--- src/rtl/div_const_pipe.sv ---
// div_const_pipe: pipelined unsigned divide by a constant, one radix-2^RADIX_BITS digit per stage.
// Optional remainder output R is built when DIVC_REM_EN is defined.
module div_const_pipe #(
    parameter int WIDTH      = 16,
    parameter int DIVISOR    = 23,
    parameter int RADIX_BITS = 4,
    localparam int STAGES    = (WIDTH + RADIX_BITS - 1) / RADIX_BITS,
    localparam int RW        = $clog2(DIVISOR)
) (
    input  logic             clk,
    input  logic             rst,
    input  logic             in_valid,
    output logic             in_ready,
    input  logic [WIDTH-1:0] X,
    output logic             out_valid,
    input  logic             out_ready,
    output logic [WIDTH-1:0] Q
`ifdef DIVC_REM_EN
    ,
    output logic [RW-1:0]    R
`endif
);
    localparam int RB = RADIX_BITS;
    localparam int PW = STAGES * RB;
    localparam int LW = RB + RW;
    localparam int N  = DIVISOR * (1 << RB);
    localparam int TW = RW + RB;
`ifdef DIVC_REM_EN
    localparam int RS = STAGES;
`else
    localparam int RS = STAGES - 1;
`endif

    // entry t = {t / DIVISOR, t % DIVISOR} for t = rem_prev*2^RB + digit
    function automatic logic [N*LW-1:0] build_lut();
        logic [N*LW-1:0] l;
        l = '0;
        for (int t = 0; t < N; t++)
            l[t*LW +: LW] = {RB'(t / DIVISOR), RW'(t % DIVISOR)};
        return l;
    endfunction

    localparam logic [N*LW-1:0] LUT = build_lut();

    logic [STAGES-1:0] vld, v_src, rdy;
    logic [PW-1:0]     x_r [STAGES];
    logic [PW-1:0]     q_r [STAGES];
    logic [RW-1:0]     rem_r [STAGES];
    logic [PW-1:0]     x_src [STAGES];
    logic [PW-1:0]     q_src [STAGES];
    logic [RW-1:0]     rem_src [STAGES];
    logic [TW-1:0]     idx [STAGES];
    logic [LW-1:0]     ent [STAGES];

    always_comb begin
        v_src[0]   = in_valid;
        x_src[0]   = PW'(X);
        q_src[0]   = '0;
        rem_src[0] = '0;
        for (int s = 1; s < STAGES; s++) begin
            v_src[s]   = vld[s-1];
            x_src[s]   = x_r[s-1];
            q_src[s]   = q_r[s-1];
            rem_src[s] = rem_r[s-1];
        end
        // stage s is ready unless it and every stage after it are full and the output is stalled
        for (int s = 0; s < STAGES; s++) begin
            rdy[s] = out_ready || !(&(vld | STAGES'((1 << s) - 1)));
            idx[s] = {rem_src[s], x_src[s][PW-1 -: RB]};
            ent[s] = LUT[int'(idx[s])*LW +: LW];
        end
    end

    always_ff @(posedge clk or posedge rst) begin
        if (rst) begin
            vld <= '0;
            for (int s = 0; s < STAGES; s++) begin
                x_r[s] <= '0;
                q_r[s] <= '0;
                if (s < RS) rem_r[s] <= '0;
            end
        end else begin
            for (int s = 0; s < STAGES; s++) begin
                if (rdy[s]) begin
                    vld[s] <= v_src[s];
                    if (v_src[s]) begin
                        x_r[s] <= x_src[s] << RB;
                        q_r[s] <= (q_src[s] << RB) | PW'(ent[s][LW-1 -: RB]);
                        if (s < RS) rem_r[s] <= ent[s][RW-1:0];
                    end
                end
            end
        end
    end

    assign in_ready  = rdy[0];
    assign out_valid = vld[STAGES-1];
    assign Q         = q_r[STAGES-1][WIDTH-1:0];
`ifdef DIVC_REM_EN
    assign R         = rem_r[STAGES-1];
`endif
endmodule

--- config.mk ---
export PLATFORM = sky130hd
export DESIGN_NAME = div_const_pipe
export DESIGN_NICKNAME = d
export VERILOG_FILES = /design/src/rtl/div_const_pipe.sv
export SDC_FILE = /design/constraint.sdc
export NUM_CORES = 1
export LEC_CHECK = 0
export BUFFER_PORTS_ARGS = -buffer_cell sky130_fd_sc_hd__buf_2
export CAP_MARGIN = 20
export CORE_UTILIZATION = 35
export DETAILED_ROUTE_END_ITERATION = 10
export SLEW_MARGIN = 20
export SYNTH_ARGS = -nofsm -noshare
export SYNTH_HDL_FRONTEND = slang
export SYNTH_SLANG_ARGS = --single-unit
--- constraint.sdc ---
create_clock -name clk -period 6.15 [get_ports clk]
set_input_delay 0.3075 -clock clk [delete_from_list [all_inputs] [get_ports clk]]
set_output_delay 0.3075 -clock clk [all_outputs]
set_load 0.005 [all_outputs]
After elaboration in Yosys (flattened, before gate mapping)
Index checks and enable logic that the tools add are counted.

word-level totals
  flip-flop bits (word level) = 83
  bits of input ports = 20
  output and inout bits = 18

cells by class
  multipliers = 4
  shift operators = 4
  bitwise operators = 3
  reductions and logical operators = 15

operators with widths
  operator                                                                          number
  3312-bit by 14-bit variable part select with 9-bit output (first input constant)  3
  3312-bit by 9-bit variable part select with 9-bit output (first input constant)   1
  9-bit by 4-bit multiplier with 13-bit output (second input constant)              3
  16-bit by 4-bit bitwise OR with 16-bit output                                     1
  12-bit by 4-bit bitwise OR with 12-bit output                                     1
  2-bit AND reduction                                                               5
  4-bit by 4-bit multiplier with 8-bit output (second input constant)               1
  8-bit by 4-bit bitwise OR with 8-bit output                                       1
  1-bit logical NOT                                                                 4
  1-bit logical OR                                                                  4
  4-bit AND reduction                                                               1
  3-bit AND reduction                                                               1

Logic depth before layout (Yosys ltp)
  depth after elaboration = 4
  depth in mapped cells = 11
  mapped depth without buffers = 8

Worst setup path after synthesis
No wires, ideal clock.

  kind = reg2reg
  from = register x_r, in the netlist idx[11]
  to = register rem_r, in the netlist idx[6]
  arrival = 2.310 ns
  data required time = 6.026 ns
  setup slack = 3.716 ns
  stages on the path, launching flop included = 12
  clock period less this slack = 2.434 ns
  path through = dfrtp_1 -> buf_2 -> buf_2 -> inv_1 -> buf_2 -> ha_1 -> o21ba_2 -> a311oi_1 -> a311oi_1 -> a211oi_2 -> nor3_1 -> a211o_1

between the ends
  word-level cells in the longest chain between the ends = 2

RTL lines
  element                                                    line  source
  start: declaration                                         46    logic [PW-1:0] x_r [STAGES];
  start signal: indexed assignment                           87    x_r[s] <= x_src[s] << RB;
  9-bit by 4-bit multiplier with 13-bit output               70    ent[s] = LUT[int'(idx[s])*LW +: LW];
  3312-bit by 14-bit variable part select with 9-bit output  70
  end signal: indexed assignment                             89    if (s < RS) rem_r[s] <= ent[s][RW-1:0];
  end: declaration                                           48    logic [RW-1:0] rem_r [STAGES];

Every way passes these cells.
A chain may end at the register's enable or synchronous reset.

Worst setup path in the final report
  from = register x_r, in the netlist idx[10]
  to = register rem_r, in the netlist idx[5]

The elaborated chain is that of the path after synthesis.

==> results.tsv <==
stage	metric	value	unit
outcome	status	completed	
placement	routability cong.	0.901	
logic_synthesis	Yosys warning total	0	
critical_path	R2R Path End	idx[5]	
floorplanning	num rows	50	
global_route	initial antenna violation count	0	
finish	nets	929	
sta	Final Skew	0.00651	ns
clocking	hold buffer count at cts	0	
clocking	# clock sinks	66	
placement	placed inst area	6820	um2
clocking	CTS Buf Count	9	
clocking	CTS tree	done	
critical_path	worst stage delay on the critical path	0.84	ns
clocking	htree depth	3	
critical_path	critical path capture point	idx[5]	
placement	dpl hpwl	12.7	mm
critical_path	cells on worst reg2reg path	8	
sta	Final Hold Viols	0	
floorplanning	initial core utilization	0.360	
sta	hold slack final	0.174	ns
clocking	post-CTS setup buffer count	0	
critical_path	slowest CP cell	dfrtp_1	
drt	drt via density	5.96	
critical_path	CP Data Required Time	6.40	ns
min_path	Worst Hold Class	in -> reg	
sta	Setup violations, final	0	
drt	Post-DRT Antenna Nets	0	
sta	Final Cycle Share	0.550	
critical_path	CP arrival	3.63	ns
critical_path	critical path endpoint category	flop	
global_route	grt total ovfl	0	
logic_synthesis	Post-Syn Area	6790	um2
critical_path	Cell Chain, Critical Path	inv_1 > ha_1 > nor3_1 > a211o_1 > a221oi_2 > nor4_1 > or4_1 > o211ai_1	
logic_synthesis	Synth Register Bits	66	
sta	RSZ-0062 raised after global routing	no	
sta	Max Fclk	296	MHz
finish	Finished Core Util	0.379	
global_route	pin count of the biggest net entering global routing	70	
flow_run	# Max-Cap Violations	0	
critical_path	critical path type	reg -> reg	
critical_path	Critical Path Start	idx[10]	
finish	fillers	1991	
drt	# DRC	0	
drt	DR vias	6833	
clocking	worst skew pair latency	0.34	ns
placement	port bufs	33	
logic_synthesis	post-synthesis sequential area ratio	0.243	
floorplanning	die width	141	um
pwr	leakage	2.87	nW
critical_path	critical path buffer and inverter count	1	
sta	Max-slew headroom	0.399	
finish	Synth-to-Final Area Change	5.31	%
critical_path	FF-to-FF setup slack	2.77	ns
drt	drt total wl	19.8	mm
floorplanning	I/O pin count	38	
clocking	CTS clk-pin slew, worst paths	0.06	ns
finish	commonest non-fill, non-tap cell in the layout	nand2_1	
pwr	VDD IR max	0.187	mV
min_path	hold depth	2	
global_route	first-pass GRT wire length	32.6	mm
sta	Worst-Margin Slew	0.901	ns
logic_synthesis	Primary FF master, synth	dfrtp_1	
logic_synthesis	Syn Area/Cell	7.26	um2
drt	initial drt markers	696	
finish	ratio of cells with drive above 1 in the final layout	0.105	
floorplanning	die area	19900	um2
finish	# diodes	0	
critical_path	R2R Path Start	idx[10]	
clocking	CTS Root Cell	clkbuf_16	
clocking	CTS Buffer Depth	2	
drt	Pre-Repair DR Iteration Count	5	
pwr	Cell Pwr Density	412	nW/um2
logic_synthesis	library cells used by synthesis	73	
sta	Slew Viols, Final	0	
logic_synthesis	Mapped Cells	934	
logic_synthesis	Post-synth EDFFs	0	
critical_path	CP top delay family	flip-flops	
global_route	GR Util All Layers	0.201	
critical_path	stages on the worst setup path	8	
floorplanning	Die Y	141	um
logic_synthesis	ys async rst share	1.00	
critical_path	crit path max fanout	23	
clocking	# resized after CTS	0	
sta	setup TNS	0	ns
critical_path	Setup crit start kind	flop	
floorplanning	core area	18800	um2
finish	Final Cell Area	7150	um2
sta	minimum clock period	3.38	ns
drt	post-DR wirelength/cell	17.3	um
finish	commonest non-fill, non-tap cells in the layout	nand2_1, a21oi_1, o21ai_0, dfrtp_1, nor2_1	
global_route	vias in the first global route	6167	
final cells by class:
cell class	count	area (um2)	area share
clock buffers	9	225	0.0315
multi-input cells	739	4520	0.632
inverters	22	82.6	0.0116
flip-flops and latches	66	1650	0.231
well taps	260	325	0.0455
clock inverters	7	100	0.0140
repair buffers	43	240	0.0336
worst reg2reg max path, delay by kind of cell (launching register included):
kind                       cells  cell delay, ns
AOI/OAI and AO/OA              3            0.63
adders and majority gates      1            0.79
buffers and inverters          1            0.34
DFF                            1            0.84
and+or+nand+nor                3            0.71
cells by family (layout without fill, tap and decap cells):
| group | after synthesis | after routing | share of synthesized area |
|---|---|---|---|
| xor gates and xnor gates | 4 | 4 | 0.00516 |
| and+or+nand+nor | 336 | 336 | 0.236 |
| muxes | 20 | 20 | 0.0326 |
| adders and majority gates | 28 | 28 | 0.0516 |
| DFF | 66 | 66 | 0.243 |
| buffers and inverters | 132 | 81 | 0.0924 |
| AOI/OAI and AO/OA | 347 | 347 | 0.338 |
| other | 1 | 4 | 0.000553 |
state kept, by name, summed over array words and instances, names as in the netlist:
register and flops:
Q 12, idx 26, q_r 12, vld 4
x_r 12
Yosys cell counts, types with 7 or more instances:
library cell,count,share of area
o221ai_1,12,0.015
a311oi_1,13,0.017
buf_2,33,0.024
a211o_1,7,0.0090
nand2b_1,31,0.029
buf_1,10,0.0055
a211oi_1,19,0.021
ha_1,28,0.052
buf_4,18,0.020
nor2_1,62,0.034
dfrtp_1,66,0.24
nand2_1,139,0.077
nor2b_1,21,0.019
a21oi_1,85,0.063
nor3_1,18,0.013
o211ai_1,16,0.018
mux2_2,17,0.028
o311ai_0,9,0.012
inv_1,18,0.010
o22ai_1,11,0.010
o21ai_0,77,0.057
clkbuf_1,46,0.025
a221oi_1,12,0.015
nor4_1,7,0.0065
a31oi_1,25,0.023
nand3_1,17,0.013
stage by stage:
step	setup WS (ns)	std cells	power, mW
5_1_grt	2.52	1146	3.18
4_1_cts	2.87	1146	2.92
3_5_place_dp	2.87	1130	2.33
2_1_floorplan	3.72	937	2.02
3_3_place_gp	2.95	1130	2.34
6_report	2.77	1146	2.94
layer usage:
layer | track usage | vias to the layer above | part of all wire
li1 | - | 3303 | -
met1 | 0.284 | 3184 | 0.46
met2 | 0.303 | 303 | 0.44
met3 | 0.0394 | 43 | 0.072
met4 | 0.0686 | 0 | 0.021
met5 | 0 | - | 0
power breakdown:
part / internal, mW / total [mW] / switching, mW
sequential: 0.564 / 0.769 / 0.206
clock: 0.359 / 0.566 / 0.207
combinational: 0.601 / 1.61 / 1.00
total: 1.52 / 2.94 / 1.42
worst min-delay path by stage:
stage	endpoint	startpoint	slack, ns
after detailed placement	x_r[41]	x_r[53]	0.45
after CTS	vld[0]	in_valid	0.16
after global routing	vld[0]	in_valid	0.17
after floorplan	vld[0]	in_valid	0.42
final	vld[0]	in_valid	0.17
after global placement	x_r[41]	x_r[53]	0.44
No activity file was read; power rests on OpenSTA's default activity.
